==> src/rtl/logic_serial_ctrl_if.sv <==
// logic_serial_ctrl_if: request/response bundle between ALU issue logic and the serial controller
interface logic_serial_ctrl_if #(parameter int WIDTH = 8);
  logic             req_valid;
  logic             req_ready;
  logic [2:0]       req_opsel;
  logic [WIDTH-1:0] req_a;
  logic [WIDTH-1:0] req_b;
  logic             req_cin;
  logic             rsp_valid;
  logic             rsp_ready;
  logic [WIDTH-1:0] rsp_result;
  logic             rsp_cout;
  logic             rsp_err;
  modport master (
    output req_valid, req_opsel, req_a, req_b, req_cin, rsp_ready,
    input  req_ready, rsp_valid, rsp_result, rsp_cout, rsp_err
  );
  modport slave (
    input  req_valid, req_opsel, req_a, req_b, req_cin, rsp_ready,
    output req_ready, rsp_valid, rsp_result, rsp_cout, rsp_err
  );
endinterface

==> src/rtl/logic_serial_ctrl.sv <==
// logic_serial_ctrl: LSB-first bit-serial sequencer for the 1-bit logic slice; LSER_ROTATE_EN turns op 101 into rotate-left
module logic_serial_ctrl #(
  parameter  int WIDTH = 8,
  localparam int CNT_W = $clog2(WIDTH)
) (
  input  logic                 clk,
  input  logic                 rst_n,
  logic_serial_ctrl_if.slave   bus,
  output logic [2:0]           slice_opsel,
  output logic                 slice_op1,
  output logic                 slice_op2,
  output logic                 slice_cin,
  input  logic                 slice_result,
  input  logic                 slice_cout
);
  typedef enum logic [1:0] {IDLE, RUN, DONE} state_t;
  state_t state, state_nx;
  logic [2:0] op_q;
  logic [WIDTH-1:0] a_q, b_q, res_q;
  logic [CNT_W-1:0] idx;
  logic carry, cout_q, err_q, legal, last, init_carry, run;
  assign legal = bus.req_opsel inside {3'b000, 3'b001, 3'b010, 3'b011, 3'b101};
  assign last = idx == CNT_W'(WIDTH - 1);
  assign run = state == RUN;
`ifdef LSER_ROTATE_EN
  assign init_carry = bus.req_opsel == 3'b101 ? bus.req_a[WIDTH-1] : bus.req_cin;
`else
  assign init_carry = bus.req_cin;
`endif
  // State register; reset aborts any in-flight operation
  always_ff @(posedge clk or negedge rst_n)
    if (!rst_n) state <= IDLE;
    else state <= state_nx;
  // Next state plus handshake and slice drive; the slice only sees an opcode while running
  always_comb begin
    state_nx = state == IDLE ? (bus.req_valid ? (legal ? RUN : DONE) : IDLE)
             : state == RUN  ? (last ? DONE : RUN)
             : (bus.rsp_ready ? IDLE : DONE);
    bus.req_ready  = state == IDLE;
    bus.rsp_valid  = state == DONE;
    bus.rsp_result = res_q;
    bus.rsp_cout   = cout_q;
    bus.rsp_err    = err_q;
    slice_opsel    = run ? op_q : 3'b000;
    slice_op1      = run && a_q[idx];
    slice_op2      = run && b_q[idx];
    slice_cin      = run && carry;
  end
  // Operand latch at accept, then one result bit and carry captured per RUN cycle
  always_ff @(posedge clk or negedge rst_n)
    if (!rst_n) begin
      op_q   <= '0;
      a_q    <= '0;
      b_q    <= '0;
      res_q  <= '0;
      idx    <= '0;
      carry  <= 1'b0;
      cout_q <= 1'b0;
      err_q  <= 1'b0;
    end else if (state == IDLE && bus.req_valid) begin
      op_q   <= bus.req_opsel;
      a_q    <= bus.req_a;
      b_q    <= bus.req_b;
      res_q  <= '0;
      idx    <= '0;
      carry  <= init_carry;
      cout_q <= 1'b0;
      err_q  <= !legal;
    end else if (run) begin
      res_q[idx] <= slice_result;
      carry      <= slice_cout;
      idx        <= last ? idx : idx + 1'b1;
      cout_q     <= last ? slice_cout : cout_q;
    end else if (state == DONE && bus.rsp_ready) begin
      err_q <= 1'b0;
    end
endmodule
==> src/flat_wrapper.sv <==
// flat-port wrapper written by rule: the top's interface ports become plain ports
module logic_serial_ctrl_flat 
#(
  parameter  int WIDTH = 8,
  localparam int CNT_W = $clog2(WIDTH)
)
  (clk, rst_n, slice_opsel, slice_op1, slice_op2, slice_cin, slice_result, slice_cout, bus_req_valid, bus_req_opsel, bus_req_a, bus_req_b, bus_req_cin, bus_rsp_ready, bus_req_ready, bus_rsp_valid, bus_rsp_result, bus_rsp_cout, bus_rsp_err);
  logic_serial_ctrl_if #(.WIDTH(WIDTH)) bus_i ();
  input  logic clk;
  input  logic rst_n;
  output logic [2:0] slice_opsel;
  output logic slice_op1;
  output logic slice_op2;
  output logic slice_cin;
  input  logic slice_result;
  input  logic slice_cout;
  input wire logic [$bits(bus_i.req_valid)-1:0] bus_req_valid;
  input wire logic [$bits(bus_i.req_opsel)-1:0] bus_req_opsel;
  input wire logic [$bits(bus_i.req_a)-1:0] bus_req_a;
  input wire logic [$bits(bus_i.req_b)-1:0] bus_req_b;
  input wire logic [$bits(bus_i.req_cin)-1:0] bus_req_cin;
  input wire logic [$bits(bus_i.rsp_ready)-1:0] bus_rsp_ready;
  output wire logic [$bits(bus_i.req_ready)-1:0] bus_req_ready;
  output wire logic [$bits(bus_i.rsp_valid)-1:0] bus_rsp_valid;
  output wire logic [$bits(bus_i.rsp_result)-1:0] bus_rsp_result;
  output wire logic [$bits(bus_i.rsp_cout)-1:0] bus_rsp_cout;
  output wire logic [$bits(bus_i.rsp_err)-1:0] bus_rsp_err;
  assign bus_i.req_valid = bus_req_valid;
  assign bus_i.req_opsel = bus_req_opsel;
  assign bus_i.req_a = bus_req_a;
  assign bus_i.req_b = bus_req_b;
  assign bus_i.req_cin = bus_req_cin;
  assign bus_i.rsp_ready = bus_rsp_ready;
  assign bus_req_ready = bus_i.req_ready;
  assign bus_rsp_valid = bus_i.rsp_valid;
  assign bus_rsp_result = bus_i.rsp_result;
  assign bus_rsp_cout = bus_i.rsp_cout;
  assign bus_rsp_err = bus_i.rsp_err;
  logic_serial_ctrl #(.WIDTH(WIDTH)) u_core (.clk(clk), .rst_n(rst_n), .bus(bus_i), .slice_opsel(slice_opsel), .slice_op1(slice_op1), .slice_op2(slice_op2), .slice_cin(slice_cin), .slice_result(slice_result), .slice_cout(slice_cout));
endmodule
==> config.mk <==
export PLATFORM = sky130hd
export DESIGN_NAME = logic_serial_ctrl_flat
export DESIGN_NICKNAME = d
export VERILOG_FILES = /design/src/rtl/logic_serial_ctrl_if.sv /design/src/rtl/logic_serial_ctrl.sv /design/src/flat_wrapper.sv
export SDC_FILE = /design/constraint.sdc
export NUM_CORES = 1
export LEC_CHECK = 0
export ABC_AREA = 1
export CAP_MARGIN = 40
export CORE_AREA = 2 2 64 66
export CTS_BUF_LIST = sky130_fd_sc_hd__clkbuf_4 sky130_fd_sc_hd__clkbuf_8 sky130_fd_sc_hd__clkbuf_16
export DETAILED_ROUTE_END_ITERATION = 10
export DIE_AREA = 0 0 66 68
export PLACE_DENSITY_LB_ADDON = 0.3
export REMOVE_ABC_BUFFERS = 1
export SYNTH_ARGS = -nofsm -noshare
export SYNTH_HDL_FRONTEND = slang
export SYNTH_SLANG_ARGS = --single-unit
==> constraint.sdc <==
create_clock -name clk -period 1.6 [get_ports clk]
set_input_delay 0.16 -clock clk [delete_from_list [all_inputs] [get_ports clk]]
set_output_delay 0.16 -clock clk [all_outputs]
set_load 0.05 [all_outputs]
==> summary.md <==
* true — unrepaired setup endpoints after global routing
* finished with violations — outcome
* sky130_fd_sc_hd__nand2_1 — cell occurring most often along the worst timing path
* 70.33% — Slew HR
* 0.002341 mm² — total cell area at the placement stage
* 0 — Final Slew Violations
* 290 ps — source-to-sink clock delay at the later pin of the worst-skew pair
* sky130_fd_sc_hd__clkbuf_8 — root buffer selected by CTS
* 0 — antenna diode instance count
* 0 — number of enable-type register cells in the synthesized netlist
* 0 — global route total overflow
* 0.001784 mm² — Cell Area, Synth
* 42.78% — area overhead of the layout relative to synthesis
* 2064 mW/mm² — PD cells
* 4.618 — mean number of vias per cell
* 2 — count of H-tree levels built during CTS
* 168.7 ps — post-place setup slack
* sky130_fd_sc_hd__dfrtp_2 — critical path's slowest cell
* 104.1% — Period Utilization, post-route
* 20 — post-synthesis cell type count
* flip-flop — kind of start point of the critical path
* clkinvlp_4, nand2_1, nand3_1, nand2_1, nor2_1, nor2_2, buf_12 — cell chain of the critical path
* 49.09% — Yosys top cell area share
* output port — kind of end point of the critical path
* 35 — clock sink total
* 4 — first drt pass iteration count
* sky130_fd_sc_hd__dfrtp_1, sky130_fd_sc_hd__nand2_1, sky130_fd_sc_hd__inv_1, sky130_fd_sc_hd__nand3_1, sky130_fd_sc_hd__o21ai_2 — ranking of synthesized cells by area
* 100.0% — Synth async-reset ratio
* 0.003856 mm² — floorplan core area
* 0 — number of antenna violations at the first check in global routing
* negative setup slack — violated checks
* 7.825 µm² — mean instance size in the synthesized netlist
* 68 µm — die boundary height
* 274.2 ps — final hold slack
* 46.27% — initial cell density of the core
* flip-flop to output port — WS Path Type
* 36 — maximum number of pins on one net before global-route repair
* 323 — placed insts
* 445.0 ps — worst slew pin tran
* 70 ps — clock-pin slew of the registers on the worst-case setup and hold paths
* 1833 µm — met2 routed wirelength
* 0 — number of synthesis warnings
* 44 — Top-Level Pins
* sky130_fd_sc_hd__nand2_1, sky130_fd_sc_hd__dfrtp_1, sky130_fd_sc_hd__inv_1 — most frequent cells in the layout
* 5 — number of buffers inserted during clock tree synthesis
* 2 — number of buffers and inverters on the critical path
* 66 µm — die width
* sky130_fd_sc_hd__dfrtp_1 — most area-hungry cell type in the Yosys netlist
* 0 — Remaining DRCs
* 0 — total of max-cap violations
* 4.782 ps — Worst Clk Skew
* 2 — final setup violation count
* 49.09% — fraction of the yosys area taken by sequential cells
* 3835 µm — total length of routed wires
* 1440 ps — Req. time, crit path
* 490 ps — Largest stage delay, worst path
* 1665 ps — final period demand of the worst path
* 1.299 nW — leakage
* 317 — NumNets Final
* 11.28 µm — wire length per cell
* 0.8216 — Placer Congestion
* 1720 µm — wire length the detailed router placed on met1
* flip-flops — crit-path leading delay family
* 1097 µV — Worst IR Drop VDD
* 43 — Port-buffer cells
* 0 — number of nets still failing antenna checks after routing
* 2 — buffer levels on the longest clock path
* met4 — uppermost signal routing layer after detailed routing
* 340 — final standard cell count with taps included and fillers excluded
* 0.002547 mm² — Design Area, Final
* 5.258 mW — post-layout power
* input pin to asynchronous set/reset pin — Hold Path Class
* 0.6004 GHz — Highest Clock Rate
* sky130_fd_sc_hd__dfrtp_1 — predominant post-synthesis flop cell
* 206 µm — sum of met3 wire segment lengths after detailed routing
* 35 — #FFs+latches synth
* 6423 µm — wire length of the first global-routing pass
* sky130_fd_sc_hd__nand2_1 — most common cell after layout, fill and taps aside
* 0 — cts-stage hold buffer count
* 24.83% — fraction of layout cells with a size suffix above 1
* 7 — worst-path maximum fanout
* 1510 ps — endpoint arrival time on the critical path
* 0.004488 mm² — Die Footprint
* 58 — initial DRC count
* 1570 — detailed-route via count
* 19.66% — GRT Resource Usage Total
* -65.44 ps — worst-case setup margin in the final layout
* 1418 — via count of the first global-routing pass
* 2717 µm — HPWL after detailed placement
* yes — TritonCTS clock tree
* 23 — number of placement rows
* 0 — count of endpoints failing hold in the final timing report
* 228 — Syn Inst Count
-- worst paths after layout --
kind                                                 end     startpoint  slack [ps]  cells after the start
worst max-delay path                           slice_op2  u_core.idx[0]         -70                      7
worst min-delay path            u_core.bus.rsp_result[6]          rst_n         270                      2
worst max register to register             u_core.idx[2]  u_core.idx[0]         100                      7
worst min register to register             u_core.a_q[6]  u_core.a_q[6]         490                      2
max in group asynchronous                  u_core.idx[0]          rst_n         990                      2
min in group clk                           u_core.a_q[4]   bus_req_a[4]         400                      3
-- through the flow --
| stage | TNS, ps | utilization, % |
|---|---|---|
| 6_report | -128.3 | 66.06 |
| 5_1_grt | -307.7 | 66.06 |
| 2_1_floorplan | -2149 | - |
| 4_1_cts | -31.81 | 65.48 |
| 3_3_place_gp | 0 | 60.71 |
| 3_5_place_dp | 0 | 60.71 |
-- where the power goes --
group          switching, mW  internal [mW]  total [mW]
Sequential             0.226           1.27        1.50
Clock                  0.315          0.410       0.724
Combinational           1.82           1.22        3.04
Total                   2.36           2.90        5.26
-- cells by family after synthesis --
group / share of synthesized area, %
DFF: 49.09
adders and majority gates: 1.402
AOI/OAI and AO/OA: 9.958
and+or+nand+nor: 28.33
buffers and inverters: 11.22
-- metal layers --
layer	track usage, %	vias to the layer above
li1	-	824
met1	24.87	701
met2	31.19	38
met3	6.086	7
met4	8.929	0
met5	0	-
-- Yosys cell counts, types with 3 or more instances --
master	n
sky130_fd_sc_hd__buf_6	5
sky130_fd_sc_hd__o21ai_2	7
sky130_fd_sc_hd__dfrtp_1	35
sky130_fd_sc_hd__nand2_1	82
sky130_fd_sc_hd__nor2_2	3
sky130_fd_sc_hd__nor2_1	13
sky130_fd_sc_hd__inv_1	32
sky130_fd_sc_hd__o21ai_1	12
sky130_fd_sc_hd__o21ai_0	6
sky130_fd_sc_hd__nand3_1	19
-- repair_timing --
item,in CTS,in global routing
pin swaps,4,1
setup buffers,6,2
endpoints found under the setup margin,2,4
cloned,0,1
hold endpoints to repair,0,0
gates resized for setup,15,1
-- registers in the layout, summed over array words and instances (netlist names) --
signal,flops
u_core.a_q,8
u_core.b_q,8
u_core.bus.rsp_result,8
u_core.idx,3
u_core.op_q,3
u_core.state,2
u_core.bus.rsp_cout,1
u_core.bus.rsp_err,1
u_core.carry,1
-- area by class of cell --
cell class,instances,area (µm²)
fill,351,1309
sequential,35,879.6
multi-input combinational,152,733.2
timing repair buffer,59,621.8
inverter,35,138.9
clock buffer,8,103.9
tap,50,62.56
timing repair inverter,1,7.507
(Power assumes the default switching activity.)
